==> src/rtl/riscv_if_pkg.sv <==
// Shared types and constants for the instruction-fetch front end.
package riscv_if_pkg;

  typedef enum logic [1:0] {
    ST_IDLE,
    ST_REQ,
    ST_HOLD,
    ST_FAULT
  } if_state_e;

  typedef enum logic [1:0] {
    FC_NONE     = 2'b00,
    FC_MISALIGN = 2'b01,
    FC_BUSERR   = 2'b10,
    FC_TIMEOUT  = 2'b11
  } fault_cause_e;

  localparam logic [31:0] NOP_INSN = 32'h0000_0013;

endpackage

==> src/rtl/ifetch_timer.sv <==
// Saturating wait counter for the REQ phase; expired marks the last allowed cycle.
module ifetch_timer #(
  parameter int TIMEOUT = 16
) (
  input  logic clk,
  input  logic asyncreset,
  input  logic clear,
  input  logic en,
  output logic expired
);

  localparam int W = (TIMEOUT > 2) ? $clog2(TIMEOUT) : 1;
  localparam logic [W-1:0] LAST = W'(TIMEOUT - 1);

  logic [W-1:0] cnt;

  always_ff @(posedge clk or negedge asyncreset) begin
    if (!asyncreset)              cnt <= '0;
    else if (clear)               cnt <= '0;
    else if (en && cnt != LAST)   cnt <= cnt + W'(1);
  end

  assign expired = (cnt == LAST);

endmodule

==> src/rtl/ifetch_ctrl.sv <==
// Fetch controller: issues one imem request per PC, holds the word for decode,
// and pulses pc_load when decode accepts it.
module ifetch_ctrl
  import riscv_if_pkg::*;
#(
  parameter int          TIMEOUT = 16,
  parameter logic [31:0] NOP     = NOP_INSN
) (
  input  logic        clk,
  input  logic        asyncreset,
  input  logic [31:0] pc_in,
  output logic        pc_load,
  output logic        imem_req,
  output logic [31:0] imem_addr,
  input  logic        imem_ack,
  input  logic        imem_err,
  input  logic [31:0] imem_rdata,
  output logic        inst_valid,
  input  logic        inst_ready,
  output logic [31:0] inst_out,
  output logic [31:0] inst_pc,
  output logic        fault,
  output logic [1:0]  fault_cause
);

  if_state_e    state_q, state_d;
  fault_cause_e cause_q, cause_d;
  logic         latch;
  logic         tmr_en;
  logic         expired;
  logic [31:0]  inst_q, ipc_q;

  ifetch_timer #(.TIMEOUT(TIMEOUT)) u_timer (
    .clk        (clk),
    .asyncreset (asyncreset),
    .clear      (state_q != ST_REQ),
    .en         (tmr_en),
    .expired    (expired)
  );

  always_ff @(posedge clk or negedge asyncreset) begin
    if (!asyncreset) begin
      state_q <= ST_IDLE;
      cause_q <= FC_NONE;
    end else begin
      state_q <= state_d;
      cause_q <= cause_d;
    end
  end

  // REQ priority: misalignment, bus error, ack, timeout.
  always_comb begin
    state_d = state_q;
    cause_d = cause_q;
    latch   = 1'b0;
    tmr_en  = 1'b0;
    case (state_q)
      ST_IDLE: state_d = ST_REQ;
      ST_REQ: begin
        if (pc_in[1:0] != 2'b00) begin
          state_d = ST_FAULT;
          cause_d = FC_MISALIGN;
        end else if (imem_err) begin
          state_d = ST_FAULT;
          cause_d = FC_BUSERR;
        end else if (imem_ack) begin
          state_d = ST_HOLD;
          latch   = 1'b1;
        end else if (expired) begin
          state_d = ST_FAULT;
          cause_d = FC_TIMEOUT;
        end else begin
          tmr_en  = 1'b1;
        end
      end
      ST_HOLD:  if (inst_ready) state_d = ST_REQ;
      ST_FAULT: state_d = ST_FAULT;
      default:  state_d = ST_IDLE;
    endcase
  end

  always_ff @(posedge clk or negedge asyncreset) begin
    if (!asyncreset) begin
      inst_q <= NOP;
      ipc_q  <= '0;
    end else if (latch) begin
      inst_q <= imem_rdata;
      ipc_q  <= pc_in;
    end else if (pc_load) begin
      inst_q <= NOP;
    end
  end

  assign imem_req    = (state_q == ST_REQ);
  assign imem_addr   = pc_in;
  assign inst_valid  = (state_q == ST_HOLD);
  assign pc_load     = (state_q == ST_HOLD) && inst_ready;
  assign inst_out    = inst_q;
  assign inst_pc     = ipc_q;
  assign fault       = (state_q == ST_FAULT);
  assign fault_cause = cause_q;

endmodule

==> config.mk <==
export PLATFORM = sky130hd
export DESIGN_NAME = ifetch_ctrl
export DESIGN_NICKNAME = d
export VERILOG_FILES = /design/src/rtl/riscv_if_pkg.sv /design/src/rtl/ifetch_timer.sv /design/src/rtl/ifetch_ctrl.sv
export SDC_FILE = /design/constraint.sdc
export NUM_CORES = 1
export LEC_CHECK = 0
export CAP_MARGIN = 20
export CORE_MARGIN = 2
export CORE_UTILIZATION = 36
export DETAILED_ROUTE_END_ITERATION = 10
export GPL_TIMING_DRIVEN = 0
export HOLD_SLACK_MARGIN = 0.08
export PLACE_DENSITY = 0.8
export SYNTH_ARGS = -nofsm -noshare
export SYNTH_HDL_FRONTEND = slang
export SYNTH_SLANG_ARGS = --single-unit
==> constraint.sdc <==
create_clock -name clk -period 1.75 [get_ports clk]
set_clock_uncertainty 0.15 [all_clocks]
set_input_delay 0.35 -clock clk [delete_from_list [all_inputs] [get_ports clk]]
set_output_delay 0.35 -clock clk [all_outputs]
set_load 0.02 [all_outputs]
== Word-level counts from Yosys, hierarchy flattened ==
Index checks and enable logic that the tools add are counted.

* ROM bits: 0
* Register bits: 72
* Memories: 0
* Bits in latches: 0
* Memory bits (writable): 0
* Output and inout port bits: 102

* Bitwise gates (word level): 0
* Multipliers: 0
* Equal/unequal tests: 9
* Add/subtract/negate cells: 1
* Div/mod/pow operators: 0
* Reductions and logical operators: 9
* Shift operators: 0
* $lt $le $gt $ge: 0
* Multiplexer cells: 22

{| class="wikitable"
|+ Operators by type and width
! kind !! number
|-
| $mux 32 || 2
|-
| $mux 2 || 8
|-
| $mux 1 || 9
|-
| $mux 4 || 2
|-
| $pmux 2 s4 || 1
|-
| $reduce_bool 2->1 || 3
|-
| $ne 5x1->1 const B || 1
|-
| $add 4x1->4 const B || 1
|-
| $eq 2x2->1 const B || 2
|-
| $eq 4x4->1 const B || 1
|-
| $ne 2x1->1 const B || 2
|-
| $ne 4x4->1 const B || 1
|-
| $ne 3x1->1 const B || 1
|-
| $reduce_and 3->1 || 1
|-
| $reduce_bool 3->1 || 1
|-
| $eq 2x1->1 const B || 1
|-
| $logic_and 1x1->1 || 2
|-
| $logic_not 2->1 || 1
|-
| $reduce_and 2->1 || 1
|}

== Depth between registers and ports, before layout ==
* Word-level depth: 9
* Gate-level depth with buffers: 6

== Modules after synthesis ==
A second synthesis with hierarchy kept.

* Cells, all modules: 276
* Area, all modules: 3390.8 sq um

{| class="wikitable"
|+ Modules (own cells, without submodules)
! module !! seq. area each (sq um) !! instances !! cells each !! area each (sq um)
|-
| ifetch_ctrl || 1705.4 || 1 || 256 || 3161.8
|-
| ifetch_timer || 100.1 || 1 || 20 || 229.0
|}

== Least setup slack after synthesis ==
No wires, ideal clock.

* Kind: flip-flop to flip-flop
* Start point: reg state_q[1]
* End point: reg ipc_q[16] (netlist: inst_pc[16])
* Buffers on the path: 2
* Setup time: 125 ps
* Slack: -104 ps
* Stages on the path, launching flop included: 7
* Data arrival time: 1579 ps
* Cell sequence: dfrtp_1 nand2b_1 inv_2 nand4b_1 buf_2 buf_2 mux2_2

* Word-level cells in the longest chain between the ends: 2

{| class="wikitable"
|+ RTL lines
! element !! RTL line !! text
|-
| start: declaration || ifetch_ctrl.sv:26 || <nowiki>if_state_e state_q, state_d;</nowiki>
|-
| start signal: assignment || ifetch_ctrl.sv:46 || <nowiki>state_q <= state_d;</nowiki>
|-
| $eq 2x1->1 || -- ||
|-
| named net imem_req || ifetch_ctrl.sv:13 || <nowiki>output logic imem_req,</nowiki>
|-
| $mux 1 || ifetch_ctrl.sv:57 || <nowiki>case (state_q)</nowiki>
|-
| end signal: assignment || ifetch_ctrl.sv:88 || <nowiki>ipc_q <= pc_in;</nowiki>
|-
| end: declaration || ifetch_ctrl.sv:31 || <nowiki>logic [31:0] inst_q, ipc_q;</nowiki>
|}

The timed path passes the listed nets, and every way through them passes these cells.
A chain may end at the register's enable or synchronous reset.

== Final worst setup path ==
* Start point: reg state_q[0]
* End point: out pc_load

* Word-level cells in the longest chain between the ends: 2

{| class="wikitable"
|+ RTL lines
! element !! RTL line !! text
|-
| $eq 2x2->1 || ifetch_ctrl.sv:97 || <nowiki>assign pc_load = (state_q == ST_HOLD) && inst_ready;</nowiki>
|-
| $logic_and 1x1->1 || ifetch_ctrl.sv:97 ||
|-
| end: declaration || ifetch_ctrl.sv:12 || <nowiki>output logic pc_load,</nowiki>
|}

No other way between the ends.

==> impl_results.md <==
- CTS tree: yes
- Share of the synthesized area in the top cell type: 53.2%
- Worst path cell trace: nand3b_1 > buf_8 > inv_2 > buf_6
- Clock Latency Late Sink: 0.33 ns
- Final routed DRC violation total: 0
- Antenna-violating nets left: 0
- Final hold violations: 0
- Layout area overhead: 66.6%
- Vias in the first global route: 2691
- Count leader, synth: dfrtp_1
- Final worst slack: -0.0980 ns
- Largest net degree at the start of global routing: 73
- # rows: 34
- GR Overflow Total: 0
- Clock sinks: 72
- GRT Total Usage: 16.7%
- Max Cap Viol: 0
- IO Pins: 171
- DR vias: 2654
- Port Buffer Count: 170
- Final WL: 8.39 mm
- Pins Over Slew Limit: 0
- Ant. Diodes: 0
- Highest Signal Layer: met4
- RSZ-0062 raised after global routing: yes
- Yosys warns: 0
- #FFs+latches synth: 72
- Pwr dens: 655 mW/mm²
- WS Path Type: reg -> out
- Share of post-route cells with drive strength above 1: 31.7%
- DP Worst Slack: -0.912 ns
- Worst Path Arrival: 1.35 ns
- Wire per inst: 14.2 µm
- Clk buf depth: 2
- Largest delay share family, worst path: flip-flops
- Req. time, crit path: 1.25 ns
- CTS buffer count: 9
- Routability cong.: 0.739
- Rel. slew slack: 39.0%
- Synth Cell Area: 0.00324 mm²
- Initial antenna violation count: 0
- Largest cells by area after synthesis: dfrtp_1 (53%), mux2_2 (10%), mux2i_1 (8.9%), buf_4 (7.4%), inv_1 (3.8%)
- Worst min path class: in -> reg
- Status: finished, violations left
- Routed wl met3: 780 µm
- DPL Wire Length: 6.03 mm
- Root Driver: clkbuf_8
- H-tree depth: 3
- Cell variety after synth: 33
- Die Y: 98.9 µm
- Final core utilization: 62.0%
- Sequential fraction of the synthesis area: 55.6%
- Met2 wire length: 4.13 mm
- Worst Tran Pin Value: 0.915 ns
- Leak: 0.00319 µW
- Area of the die: 0.00979 mm²
- First-pass GRT wire length: 13.2 mm
- Asr flop ratio synth: 100%
- Critical path's slowest cell: dfrtp_2
- Maximum clock frequency: 0.541 GHz
- Initial Util: 37.2%
- Syn nets: 347
- Die X: 98.9 µm
- Crit path launch type: register
- Worst path max stage delay: 0.45 ns
- Metal-1 WL: 3.43 mm
- Starting DRT DRC Count: 46
- Period utilization: 106%
- Cell taking the most area after synthesis: dfrtp_1
- Post-synth EDFFs: 0
- CP Max Fanout: 5
- Clk slew on worst S/H paths: 0.08 ns
- Ys flop type: dfrtp_1
- # setup viols final: 10
- Vias per cell: 4.49
- Worst Setup End Kind: output pin
- Syn Area/Cell: 11.7 µm²
- Failing checks: negative setup slack
- Worst hold slack: 0.204 ns
- Gate count of the mapped netlist: 277
- Final Total Pwr: 3540 µW
- Fin nets: 548
- Synth cell count leaders: dfrtp_1 (69), inv_1 (33), buf_4 (32), mux2_2 (30)
- Critical path buffer and inverter count: 3
- Period minus WS final: 1.85 ns
- Peak VDD IR: 0.000478 V
- Core Area: 0.00872 mm²
- First-pass DRT Iterations: 3
[kinds of logic after synthesis]
group / count (synthesis) / share of synthesized area (%)
buffers and inverters: 78 / 13.0
flip-flops: 72 / 55.7
multiplexers: 62 / 20.4
AND/OR/NAND/NOR: 49 / 7.29
AO/OA/AOI/OAI: 15 / 3.24
adder cells (fa/ha/maj): 1 / 0.386
[final cells by class]
cell class / count / area (µm²)
buffer: 42 / 349
clock inverter: 3 / 40.0
sequential: 72 / 1810
clock buffer: 13 / 159
timing repair buffer: 192 / 1740
multi-input combinational: 127 / 1050
tap: 108 / 135
inverter: 34 / 130
fill: 743 / 3310
[sequential cells by signal, indices dropped and copies added, names as in the netlist]
name and cells:
inst_out 32, inst_pc 32, u_timer.cnt 4, fault_cause 2, state_q 2
[power breakdown]
part	switching [µW]	internal [µW]	total, µW
Clock	573	734	1310
Combinational	230	280	510
Sequential	17.3	1710	1720
Total	821	2720	3540
[through the flow]
step	std cells	TNS [ns]	area (µm²)
after global routing	591	-1.22	5410
after floorplan	277	0	3270
after detailed placement	555	-39.33	5100
after global placement	555	-197.26	5110
final	591	-0.325	5410
after CTS	574	-0.114	5260
[cells in the final DEF (no fill, tap or decap), types with 2 or more instances in the layout]
| master | synthesis | final |
|---|---|---|
| clkdlybuf4s15_2 | 0 | 6 |
| dlygate4sd2_1 | 0 | 70 |
| buf_12 | 0 | 2 |
| a21oi_1 | 4 | 4 |
| clkinv_2 | 0 | 2 |
| clkbuf_2 | 0 | 21 |
| nand3_1 | 2 | 2 |
| inv_1 | 33 | 32 |
| nand2_1 | 29 | 29 |
| buf_8 | 0 | 4 |
| buf_6 | 0 | 9 |
| dfstp_2 | 3 | 3 |
| dfrtp_1 | 69 | 68 |
| nand2b_1 | 4 | 3 |
| mux2i_1 | 29 | 28 |
| o21ai_0 | 3 | 3 |
| buf_2 | 8 | 4 |
| clkbuf_1 | 4 | 2 |
| clkdlybuf4s50_1 | 0 | 62 |
| buf_4 | 32 | 47 |
| o31ai_1 | 2 | 2 |
| mux2_4 | 0 | 3 |
| mux2_2 | 30 | 30 |
| nor2_1 | 2 | 2 |
| clkbuf_8 | 0 | 11 |
| clkdlybuf4s15_1 | 0 | 6 |
| and2_1 | 3 | 3 |
[routing by layer]
layer  GRT usage (%)  vias up
met4            3.58        0
met5               0        -
met2            28.6      110
met3            6.74        6
met1            19.9     1256
li1                -     1282
[repair_timing]
item	in CTS	in global routing
endpoints found under the setup margin	156	82
gates resized for setup	161	57
pin swaps	0	2
hold endpoints to repair	69	0
buffers inserted	3	16
gates cloned	0	2
hold buffers	1	0
[worst reg2reg max path, stage by stage, from the launching register on]
cell,delay (ns)
dfrtp_1,0.40
nand2b_4,0.16
inv_4,0.06
nand4b_1,0.16
buf_6,0.20
buf_8,0.14
buf_6,0.13
mux2_2,0.27
[final timing paths]
kind | start | end | slack, ns | depth (start not counted)
setup / recovery | state_q[0] | pc_load | -0.1 | 4
hold / removal | pc_in[9] | inst_pc[9] | 0.20 | 2
setup reg to reg | state_q[1] | inst_pc[16] | -0.04 | 7
hold reg to reg | inst_pc[1] | inst_pc[1] | 0.35 | 1
max in group asynchronous | asyncreset | inst_pc[27] | 0.28 | 2
min in group asynchronous | asyncreset | fault_cause[0] | 0.54 | 2
Power figures use the tool's default switching activity.
